[config.mk]
export PLATFORM = sky130hd
export DESIGN_NAME = deal_sequencer_flat
export DESIGN_NICKNAME = d
export VERILOG_FILES = /design/src/rtl/poker_types.sv /design/src/rtl/deal_sequencer_if.sv /design/src/rtl/deal_slot_counter.sv /design/src/rtl/deal_sequencer.sv /design/src/flat_wrapper.sv
export SDC_FILE = /design/constraint.sdc
export NUM_CORES = 1
export LEC_CHECK = 0
export CAP_MARGIN = 25
export CELL_PAD_IN_SITES_DETAIL_PLACEMENT = 0
export CELL_PAD_IN_SITES_GLOBAL_PLACEMENT = 1
export CORE_MARGIN = 8
export CORE_UTILIZATION = 33
export CTS_CLUSTER_SIZE = 30
export DETAILED_ROUTE_END_ITERATION = 8
export PLACE_DENSITY_LB_ADDON = 0.25
export REMOVE_ABC_BUFFERS = 1
export SYNTH_ARGS = -nofsm -noshare
export SYNTH_HDL_FRONTEND = slang
export SYNTH_SLANG_ARGS = --single-unit
[constraint.sdc]
create_clock -name clk -period 1.78 [get_ports clk]
set_clock_uncertainty 0.15 [all_clocks]
set_input_delay 0.178 -clock clk [delete_from_list [all_inputs] [get_ports clk]]
set_output_delay 0.178 -clock clk [all_outputs]
set_load 0.1 [all_outputs]
[src/rtl/poker_types.sv]
// Shared poker types: cards, streets, deal destinations and the sequencer state encoding.
// Used by deal_sequencer, its interface and its seat/slot counter.
package poker_types;

    typedef enum logic [1:0] {
        SUIT_CLUBS,
        SUIT_DIAMONDS,
        SUIT_HEARTS,
        SUIT_SPADES
    } suit_t;

    // Ranks 2..14 (ace high); 0, 1 and 15 are unused encodings.
    typedef logic [3:0] rank_t;

    typedef struct packed {
        suit_t suit;
        rank_t rank;
    } card_t;

    // Street of the last completed deal.
    typedef enum logic [1:0] {
        PREFLOP,
        FLOP,
        TURN,
        RIVER
    } street_t;

    localparam int         MAX_PLAYERS = 8;
    localparam logic [3:0] DEST_BOARD  = 4'd8;
    localparam logic [3:0] DEST_BURN   = 4'd9;

    typedef enum logic [2:0] {
        ST_IDLE,
        ST_SHUF_REQ,
        ST_SHUF_WAIT,
        ST_DEAL_HOLE,
        ST_WAIT_ADV,
        ST_BURN,
        ST_DEAL_BOARD,
        ST_DONE
    } deal_state_t;

endpackage

[src/rtl/deal_sequencer_if.sv]
// Interface between deal_sequencer, game control and the shuffling deck.
// master: the sequencer side. slave: game control plus deck side.
interface deal_sequencer_if;
    import poker_types::*;

    logic        new_hand;
    logic        advance;
    logic        deck_ready;
    card_t       deck_top_card;
    logic        deck_start_shuffle;
    logic        deck_draw_card;
    logic        card_valid;
    card_t       card_out;
    logic [3:0]  card_dest;
    logic [2:0]  card_slot;
    street_t     street;
    logic        busy;
    logic        hand_done;

    modport master (
        input  new_hand, advance, deck_ready, deck_top_card,
        output deck_start_shuffle, deck_draw_card, card_valid, card_out,
               card_dest, card_slot, street, busy, hand_done
    );

    modport slave (
        output new_hand, advance, deck_ready, deck_top_card,
        input  deck_start_shuffle, deck_draw_card, card_valid, card_out,
               card_dest, card_slot, street, busy, hand_done
    );

endinterface

[src/rtl/deal_slot_counter.sv]
// Round-robin hole-card position: seat wraps at NUM_PLAYERS, slot advances on each wrap.
// Cleared at the start of every hand; last_o flags the final hole draw (last seat, slot 1).
module deal_slot_counter #(
    parameter int NUM_PLAYERS = 4
) (
    input  logic       clk,
    input  logic       reset,
    input  logic       clear_i,
    input  logic       step_i,
    output logic [3:0] seat_o,
    output logic [2:0] slot_o,
    output logic       last_o
);

    localparam logic [3:0] LAST_SEAT = 4'(NUM_PLAYERS - 1);

    logic [3:0] seat_q;
    logic [2:0] slot_q;

    // Seat/slot register: clear wins over step.
    always_ff @(posedge clk) begin
        // NOTE: sequential state uses non-blocking assignments so every register samples pre-edge values.
        if (reset || clear_i) begin
            seat_q <= '0;
            slot_q <= '0;
        end else if (step_i) begin
            if (seat_q == LAST_SEAT) begin
                seat_q <= '0;
                slot_q <= slot_q + 3'd1;
            end else begin
                seat_q <= seat_q + 4'd1;
            end
        end
    end

    assign seat_o = seat_q;
    assign slot_o = slot_q;
    assign last_o = (seat_q == LAST_SEAT) && (slot_q == 3'd1);

endmodule

[src/rtl/deal_sequencer.sv]
// Drives the shuffling deck through one Texas Hold'em hand: shuffle, hole cards,
// then burn + flop/turn/river on each advance request.
// Optional macro DEAL_BURN_VISIBLE_EN: burn cards are reported with card_dest = DEST_BURN.
module deal_sequencer
    import poker_types::*;
#(
    parameter int NUM_PLAYERS = 4
) (
    input logic              clk,
    input logic              reset,
    deal_sequencer_if.master bus
);

    if (NUM_PLAYERS < 2 || NUM_PLAYERS > MAX_PLAYERS) begin : g_bad_players
        $error("deal_sequencer: NUM_PLAYERS must be in 2..8");
    end

    deal_state_t state_q, state_d;
    street_t     street_q, street_d;
    logic [2:0]  board_slot_q, board_slot_d;

    logic        card_valid_q, card_valid_d;
    card_t       card_out_q, card_out_d;
    logic [3:0]  card_dest_q, card_dest_d;
    logic [2:0]  card_slot_q, card_slot_d;

    logic        accept_new;
    logic        hole_step;
    logic        draw;
    logic        shuffle;
    logic [3:0]  hole_seat;
    logic [2:0]  hole_slot;
    logic        hole_last;

    // new_hand is honoured only where a hand may legally be abandoned or started.
    assign accept_new = bus.new_hand &&
                        (state_q == ST_IDLE || state_q == ST_WAIT_ADV || state_q == ST_DONE);

    deal_slot_counter #(
        .NUM_PLAYERS(NUM_PLAYERS)
    ) u_slot_counter (
        .clk    (clk),
        .reset  (reset),
        .clear_i(accept_new),
        .step_i (hole_step),
        .seat_o (hole_seat),
        .slot_o (hole_slot),
        .last_o (hole_last)
    );

    // Next-state, deck strobes and next card-report values.
    always_comb begin
        // NOTE: every signal gets a default first so no path leaves one unassigned (no latches).
        state_d      = state_q;
        street_d     = street_q;
        board_slot_d = board_slot_q;
        card_valid_d = 1'b0;
        card_out_d   = card_out_q;
        card_dest_d  = card_dest_q;
        card_slot_d  = card_slot_q;
        hole_step    = 1'b0;
        draw         = 1'b0;
        shuffle      = 1'b0;

        if (accept_new) begin
            state_d      = ST_SHUF_REQ;
            street_d     = PREFLOP;
            board_slot_d = '0;
        end else begin
            case (state_q)
                ST_IDLE: ;
                ST_SHUF_REQ: begin
                    shuffle = 1'b1;
                    state_d = ST_SHUF_WAIT;
                end
                ST_SHUF_WAIT: begin
                    if (bus.deck_ready) state_d = ST_DEAL_HOLE;
                end
                ST_DEAL_HOLE: begin
                    draw         = 1'b1;
                    hole_step    = 1'b1;
                    card_valid_d = 1'b1;
                    card_out_d   = bus.deck_top_card;
                    card_dest_d  = hole_seat;
                    card_slot_d  = hole_slot;
                    if (hole_last) begin
                        state_d  = ST_WAIT_ADV;
                        street_d = PREFLOP;
                    end
                end
                ST_WAIT_ADV: begin
                    if (bus.advance) state_d = ST_BURN;
                end
                ST_BURN: begin
                    draw = 1'b1;
`ifdef DEAL_BURN_VISIBLE_EN
                    card_valid_d = 1'b1;
                    card_out_d   = bus.deck_top_card;
                    card_dest_d  = DEST_BURN;
                    card_slot_d  = 3'd0;
`else
                    card_valid_d = 1'b0;
`endif
                    state_d = ST_DEAL_BOARD;
                end
                ST_DEAL_BOARD: begin
                    draw         = 1'b1;
                    card_valid_d = 1'b1;
                    card_out_d   = bus.deck_top_card;
                    card_dest_d  = DEST_BOARD;
                    card_slot_d  = board_slot_q;
                    board_slot_d = board_slot_q + 3'd1;
                    // Board slots 2, 3 and 4 close the flop, turn and river.
                    case (board_slot_q)
                        3'd2: begin
                            street_d = FLOP;
                            state_d  = ST_WAIT_ADV;
                        end
                        3'd3: begin
                            street_d = TURN;
                            state_d  = ST_WAIT_ADV;
                        end
                        3'd4: begin
                            street_d = RIVER;
                            state_d  = ST_DONE;
                        end
                        default: ;
                    endcase
                end
                ST_DONE: ;
                default: state_d = ST_IDLE;
            endcase
        end
    end

    // State, street and registered card report.
    always_ff @(posedge clk) begin
        if (reset) begin
            state_q      <= ST_IDLE;
            street_q     <= PREFLOP;
            board_slot_q <= '0;
            card_valid_q <= 1'b0;
            card_out_q   <= '0;
            card_dest_q  <= '0;
            card_slot_q  <= '0;
        end else begin
            state_q      <= state_d;
            street_q     <= street_d;
            board_slot_q <= board_slot_d;
            card_valid_q <= card_valid_d;
            card_out_q   <= card_out_d;
            card_dest_q  <= card_dest_d;
            card_slot_q  <= card_slot_d;
        end
    end

    assign bus.deck_start_shuffle = shuffle;
    assign bus.deck_draw_card     = draw;
    assign bus.card_valid         = card_valid_q;
    assign bus.card_out           = card_out_q;
    assign bus.card_dest          = card_dest_q;
    assign bus.card_slot          = card_slot_q;
    assign bus.street             = street_q;
    assign bus.busy               = (state_q == ST_SHUF_REQ)  || (state_q == ST_SHUF_WAIT) ||
                                    (state_q == ST_DEAL_HOLE) || (state_q == ST_BURN) ||
                                    (state_q == ST_DEAL_BOARD);
    assign bus.hand_done          = (state_q == ST_DONE);

endmodule

[src/flat_wrapper.sv]
// flat-port wrapper written by rule: the top's interface ports become plain ports
module deal_sequencer_flat import poker_types::*;
#(
    parameter int NUM_PLAYERS = 4
)
  (clk, reset, bus_new_hand, bus_advance, bus_deck_ready, bus_deck_top_card, bus_deck_start_shuffle, bus_deck_draw_card, bus_card_valid, bus_card_out, bus_card_dest, bus_card_slot, bus_street, bus_busy, bus_hand_done);
  deal_sequencer_if bus_i ();
  input logic clk;
  input logic reset;
  input wire logic [$bits(bus_i.new_hand)-1:0] bus_new_hand;
  input wire logic [$bits(bus_i.advance)-1:0] bus_advance;
  input wire logic [$bits(bus_i.deck_ready)-1:0] bus_deck_ready;
  input wire logic [$bits(bus_i.deck_top_card)-1:0] bus_deck_top_card;
  output wire logic [$bits(bus_i.deck_start_shuffle)-1:0] bus_deck_start_shuffle;
  output wire logic [$bits(bus_i.deck_draw_card)-1:0] bus_deck_draw_card;
  output wire logic [$bits(bus_i.card_valid)-1:0] bus_card_valid;
  output wire logic [$bits(bus_i.card_out)-1:0] bus_card_out;
  output wire logic [$bits(bus_i.card_dest)-1:0] bus_card_dest;
  output wire logic [$bits(bus_i.card_slot)-1:0] bus_card_slot;
  output wire logic [$bits(bus_i.street)-1:0] bus_street;
  output wire logic [$bits(bus_i.busy)-1:0] bus_busy;
  output wire logic [$bits(bus_i.hand_done)-1:0] bus_hand_done;
  assign bus_i.new_hand = bus_new_hand;
  assign bus_i.advance = bus_advance;
  assign bus_i.deck_ready = bus_deck_ready;
  assign bus_i.deck_top_card = bus_deck_top_card;
  assign bus_deck_start_shuffle = bus_i.deck_start_shuffle;
  assign bus_deck_draw_card = bus_i.deck_draw_card;
  assign bus_card_valid = bus_i.card_valid;
  assign bus_card_out = bus_i.card_out;
  assign bus_card_dest = bus_i.card_dest;
  assign bus_card_slot = bus_i.card_slot;
  assign bus_street = bus_i.street;
  assign bus_busy = bus_i.busy;
  assign bus_hand_done = bus_i.hand_done;
  deal_sequencer #(.NUM_PLAYERS(NUM_PLAYERS)) u_core (.clk(clk), .reset(reset), .bus(bus_i));
endmodule
## Word-level counts from Yosys, hierarchy flattened

Cells that the tools add are included.

| storage, ports and cells | value |
|---|---|
| bits in registers | 29 |
| input port bits | 11 |
| output and inout port bits | 20 |

| operators by class | value |
|---|---|
| muxes and demuxes | 19 |
| equal/unequal tests | 21 |
| reductions and logical operators | 23 |
| bitwise gates (word level) | 1 |
| $add $sub $neg | 3 |

Operators with widths:

| operator | count |
|---|---|
| $pmux 3 s6 | 1 |
| $eq 3x3->1 const B | 5 |
| $eq 3x2->1 const B | 4 |
| $pmux 3 s2 | 2 |
| $reduce_and 5->1 | 2 |
| $mux 3 | 3 |
| $ne 3x3->1 const B | 3 |
| $mux 1 | 8 |
| $ne 4x4->1 const B | 2 |
| $pmux 4 s2 | 1 |
| $logic_or 1x1->1 | 7 |
| $reduce_bool 7->1 | 1 |
| $add 3x1->3 const B | 2 |
| $eq 3x1->1 const B | 2 |
| $pmux 2 s3 | 1 |
| $reduce_and 2->1 | 3 |
| $reduce_bool 6->1 | 1 |
| $reduce_or 2->1 | 3 |
| $add 4x1->4 const B | 1 |
| $eq 4x2->1 const B | 1 |
| $mux 4 | 1 |
| $ne 2x2->1 const B | 2 |
| $pmux 2 s2 | 1 |
| $logic_not 3->1 | 1 |
| other kinds (8) | 9 |

## Logic depth before layout (Yosys ltp)

| depth | value |
|---|---|
| word-level depth | 6 |
| mapped depth | 6 |

## Hierarchy

Synthesis repeated with hierarchy kept, for this count alone.

| unflattened totals | value |
|---|---|
| cells, all modules | 170 |
| area, all modules | 1493.9 um^2 |

Modules (own cells, without submodules):

| module | instances | seq. area each (um^2) | area an instance (um^2) | cells each |
|---|---|---|---|---|
| deal_sequencer | 1 | 440.4 | 1132.3 | 137 |
| deal_slot_counter | 1 | 140.1 | 361.6 | 33 |

## Worst setup path after synthesis

OpenSTA, ideal clock, no wires.

| path | value |
|---|---|
| path kind | register to output |
| start point | reg u_core.state_q[2] |
| end point | out bus_deck_start_shuffle |
| required time | 1.452 ns |
| arrival time | 2.700 ns |
| path slack | -1.248 ns |
| path buffers | 1 |
| cell stages (with the launch flop) | 3 |
| cells stage by stage | dfxtp_1 -> buf_2 -> nor3b_1 |

| between the ends | value |
|---|---|
| word-level cells in the longest chain between the ends | 5 |

RTL lines:

| what | RTL line | source |
|---|---|---|
| start, declared | deal_sequencer.sv:18 | `deal_state_t state_q, state_d;` |
| start signal, assigned | deal_sequencer.sv:147 | `state_q <= state_d;` |
| $eq 3x3->1 or $logic_not 3->1 (tied branches) | deal_sequencer.sv:37 | `(state_q == ST_IDLE \|\| state_q == ST_WAIT_ADV \|\| state_q == ST_DONE);` |
| $logic_or 1x1->1 (2 in series) | deal_sequencer.sv:37 |  |
| $logic_and 1x1->1 | deal_sequencer.sv:36 | `assign accept_new = bus.new_hand &&` |
| $mux 1 * | deal_sequencer.sv:65 | `if (accept_new) begin` |
| end, declared | flat_wrapper.sv:14 | `output wire logic [$bits(bus_i.deck_start_shuffle)-1:0] bus_deck_start_shuffle;` |

Every way passes the cells marked *; elsewhere a longest branch is shown, timed or not.

## Worst setup path after layout

Same ends and word-level chain as after synthesis.

==> impl_metrics.env <==
export IMPL_diodes=0
export IMPL_crit_chain="buf_4, nor3b_1, buf_12"
export IMPL_htree_levels=2
export IMPL_swShare_pct=24.68
export IMPL_insertion_delay_ns=0.28
export IMPL_vias_per_cell=4.992
export IMPL_layout_setup_ws_ns=0.07078
export IMPL_tns_ns=0
export IMPL_worst_setup_path_type="flip-flop to output port"
export IMPL_r2r_end="u_core.bus.street[1]"
export IMPL_synth_edf_count=0
export IMPL_p_per_area_nw_per_um2=746.1
export IMPL_synthArstFlopShare_pct=0
export IMPL_clkTransAtPathRegs_ns=0.07
export IMPL_cts_tree="built"
export IMPL_drv_slew=0
export IMPL_setup_viol=0
export IMPL_ys_seq_area_share_pct=41.28
export IMPL_post_drt_wl_per_cell_um=13.24
export IMPL_die_height_um=81.28
export IMPL_cts_sinks=29
export IMPL_synth_top_area_share_pct=41.28
export IMPL_n_fill_cell=367
export IMPL_max_freq_mhz=585.1
export IMPL_cp_slowest_stage_delay_ns=0.38
export IMPL_grt_pass1_wl_um=5789
export IMPL_syn_to_final_growth_pct=52.31
export IMPL_gp_congestion=0.7517
export IMPL_fin_nets=222
export IMPL_cp_max_fo=12
export IMPL_cp_arrival_ns=1.38
export IMPL_tightest_slew_ns=0.3611
export IMPL_crit_path_end="bus_deck_start_shuffle"
export IMPL_r2r_cells=5
export IMPL_startpoint_type="flip-flop"
export IMPL_hpwl_um=2566
export IMPL_die_x_um=81.28
export IMPL_dieArea_um2=6606
export IMPL_leakagePower_uw=0.0007855
export IMPL_ctsHoldBuffers=0
export IMPL_vias=1273
export IMPL_critical_path_buf_inv_count=2
export IMPL_cts_made_buffers=5
export IMPL_cp_startpoint="u_core.state_q[2]"
export IMPL_start_util_pct=34.66
export IMPL_final_cells=255
export IMPL_synthTopCellsByArea="dfxtp_1 41%, nand2_1 8.0%, ha_1 6.2%"
export IMPL_vdd_ir_drop_max_uv=341.1
export IMPL_path_depth=3
export IMPL_track_usage_pct=11.37
export IMPL_synthFlopType="dfxtp_1"
export IMPL_seqPwrFrac_pct=42.1
export IMPL_synth_area_um2=1406
export IMPL_fin_total_pwr_uw=1598
export IMPL_antenna_found_initial=0
export IMPL_coreArea_um2=4058
export IMPL_path_delay_family="buffers and inverters"
export IMPL_fin_crit_sh_pct=96.02
export IMPL_maxSlewHeadroom_pct=75.87
export IMPL_worstSetupEndpointType="output port"
export IMPL_layout_drive_gt1_share_pct=25.37
export IMPL_firstDrtPassIters=4
export IMPL_drt_initial_drc_count=30
export IMPL_outcome="completed"
export IMPL_drv_cap=0
export IMPL_p_int_uw=1204
export IMPL_hold_depth=3
export IMPL_grt_overflow=0
export IMPL_synth_largest_area_cell="dfxtp_1"
export IMPL_power_switching_uw=394.5
export IMPL_power_clock_fraction_pct=44.0
export IMPL_hold_viol=0
export IMPL_worstPathRequired_ns=1.45
export IMPL_placed_cells=247
export IMPL_ant_nets=0
export IMPL_finalCriticalPeriod_ns=1.709
export IMPL_rrSetupSlack_ns=0.07
export IMPL_grt_max_degree=16
export IMPL_remaining_drc_errors=0
export IMPL_drt_wl_total_um=3377
export IMPL_synth_seq_cells=29
export IMPL_ios=31
export IMPL_syn_area_per_cell_um2=8.575
export IMPL_yosys_cell_types_count=40
export IMPL_dpl_worst_slack_ns=0.03116
export IMPL_pwr_share_comb_pct=13.9
export IMPL_cts_buffer_depth=2
export IMPL_crit_slowest_cell="dfxtp_4"
export IMPL_regToRegStartpoint="u_core.u_slot_counter.seat_o[0]"
export IMPL_grt_pass1_vias=1239
export IMPL_hp_class="input port to flip-flop"
export IMPL_num_rows=23
export IMPL_yosysWarnings=0
export IMPL_synthCells=164
export IMPL_cts_root_buffer="clkbuf_8"
export IMPL_portBuffers=30
## sequential cells by signal, summed over array words and instances (netlist names)
signal and cells:
u_core.bus.street 2, u_core.bus.card_dest 4, u_core.bus.card_slot 3, u_core.bus.card_out 6
u_core.bus.card_valid 1, u_core.u_slot_counter.slot_o 3, u_core.board_slot_q 3, u_core.u_slot_counter.seat_o 4
u_core.state_q 3
## per-stage QoR
stage	area, um^2	hold WS (ns)	util (%)
floorplan	1346	0.09707	-
global placement	2007	0.3299	49.46
detailed placement	2007	0.3352	49.46
CTS	2126	0.2981	52.39
global route	2142	0.3046	52.79
finish	2142	0.3078	52.79
## how the worst min path moves through the flow
stage,startpoint,endpoint,slack [ns]
3_5_place_dp,u_core.bus.card_out[1],u_core.bus.card_out[1],0.34
4_1_cts,bus_deck_top_card[0],u_core.bus.card_out[0],0.30
2_1_floorplan,reset,u_core.bus.card_out[0],0.1
5_1_grt,bus_deck_top_card[0],u_core.bus.card_out[0],0.30
6_report,bus_deck_top_card[0],u_core.bus.card_out[0],0.31
3_3_place_gp,u_core.bus.card_out[2],u_core.bus.card_out[2],0.33
## cell families after synthesis
group | synth area share (%)
compound gates | 18.15
buf+inv | 5.605
fa+ha+maj | 6.227
flops | 41.28
simple gates | 25.00
xor+xnor | 3.737
## synthesized netlist by cell type, drive strengths merged (3+ instances only)
| cell | number |
|---|---|
| inv | 5 |
| nand3b | 3 |
| a211oi | 3 |
| a22oi | 3 |
| nand2 | 31 |
| a21oi | 12 |
| a311oi | 4 |
| ha | 7 |
| nand4b | 3 |
| nor2 | 20 |
| xor2 | 4 |
| buf | 8 |
| dfxtp | 29 |
## power by group through the flow
stage / registers [uW] / clock network [uW] / logic, uW
6_report: 673 / 703 / 221
5_1_grt: 676 / 746 / 234
4_1_cts: 675 / 716 / 224
3_5_place_dp: 690 / 0 / 223
3_3_place_gp: 689 / 0 / 222
2_1_floorplan: 721 / 0 / 84.6
## cells in the final DEF (no fill, tap or decap), types with 3 or more instances in the layout
master | Yosys | routed
dfxtp_1 | 29 | 25
buf_12 | 0 | 20
xor2_1 | 4 | 4
nor2_2 | 3 | 3
a311oi_1 | 4 | 4
clkbuf_8 | 0 | 6
nand4b_1 | 3 | 3
clkdlybuf4s50_1 | 0 | 10
a21oi_1 | 12 | 12
a22oi_1 | 3 | 3
nand2_1 | 30 | 30
nor2_1 | 17 | 17
ha_1 | 7 | 6
buf_4 | 5 | 13
inv_1 | 5 | 5
## worst min-delay path: stages
cell	delay, ns
clkdlybuf4s50_1	0.40
nand2_1	0.06
a21oi_1	0.05
## area by class of cell
class	count	area [um^2]	area share (%)
Clock buffer	7	86.33	4.030
Clock inverter	1	30.03	1.402
Multi-Input combinational cell	120	755.7	35.28
Timing Repair Buffer	43	598.1	27.92
Tap cell	50	62.56	2.921
Sequential cell	29	590.6	27.57
Inverter	5	18.77	0.8762
## metal layers
layer,part of all wire [%],routed length (um),global-route usage (%)
met5,0,0,0
met4,0.86,29,5.893
met3,8.8,298,3.642
met2,50,1674,17.98
met1,41,1374,13.44
## what timing repair did
item / CTS / global route
buffers inserted: 0 / 0
endpoints found under the setup margin: 2 / 5
cloned: 0 / 0
gates resized for setup: 2 / 7
Note: power is estimated with default switching activity, not from simulation.
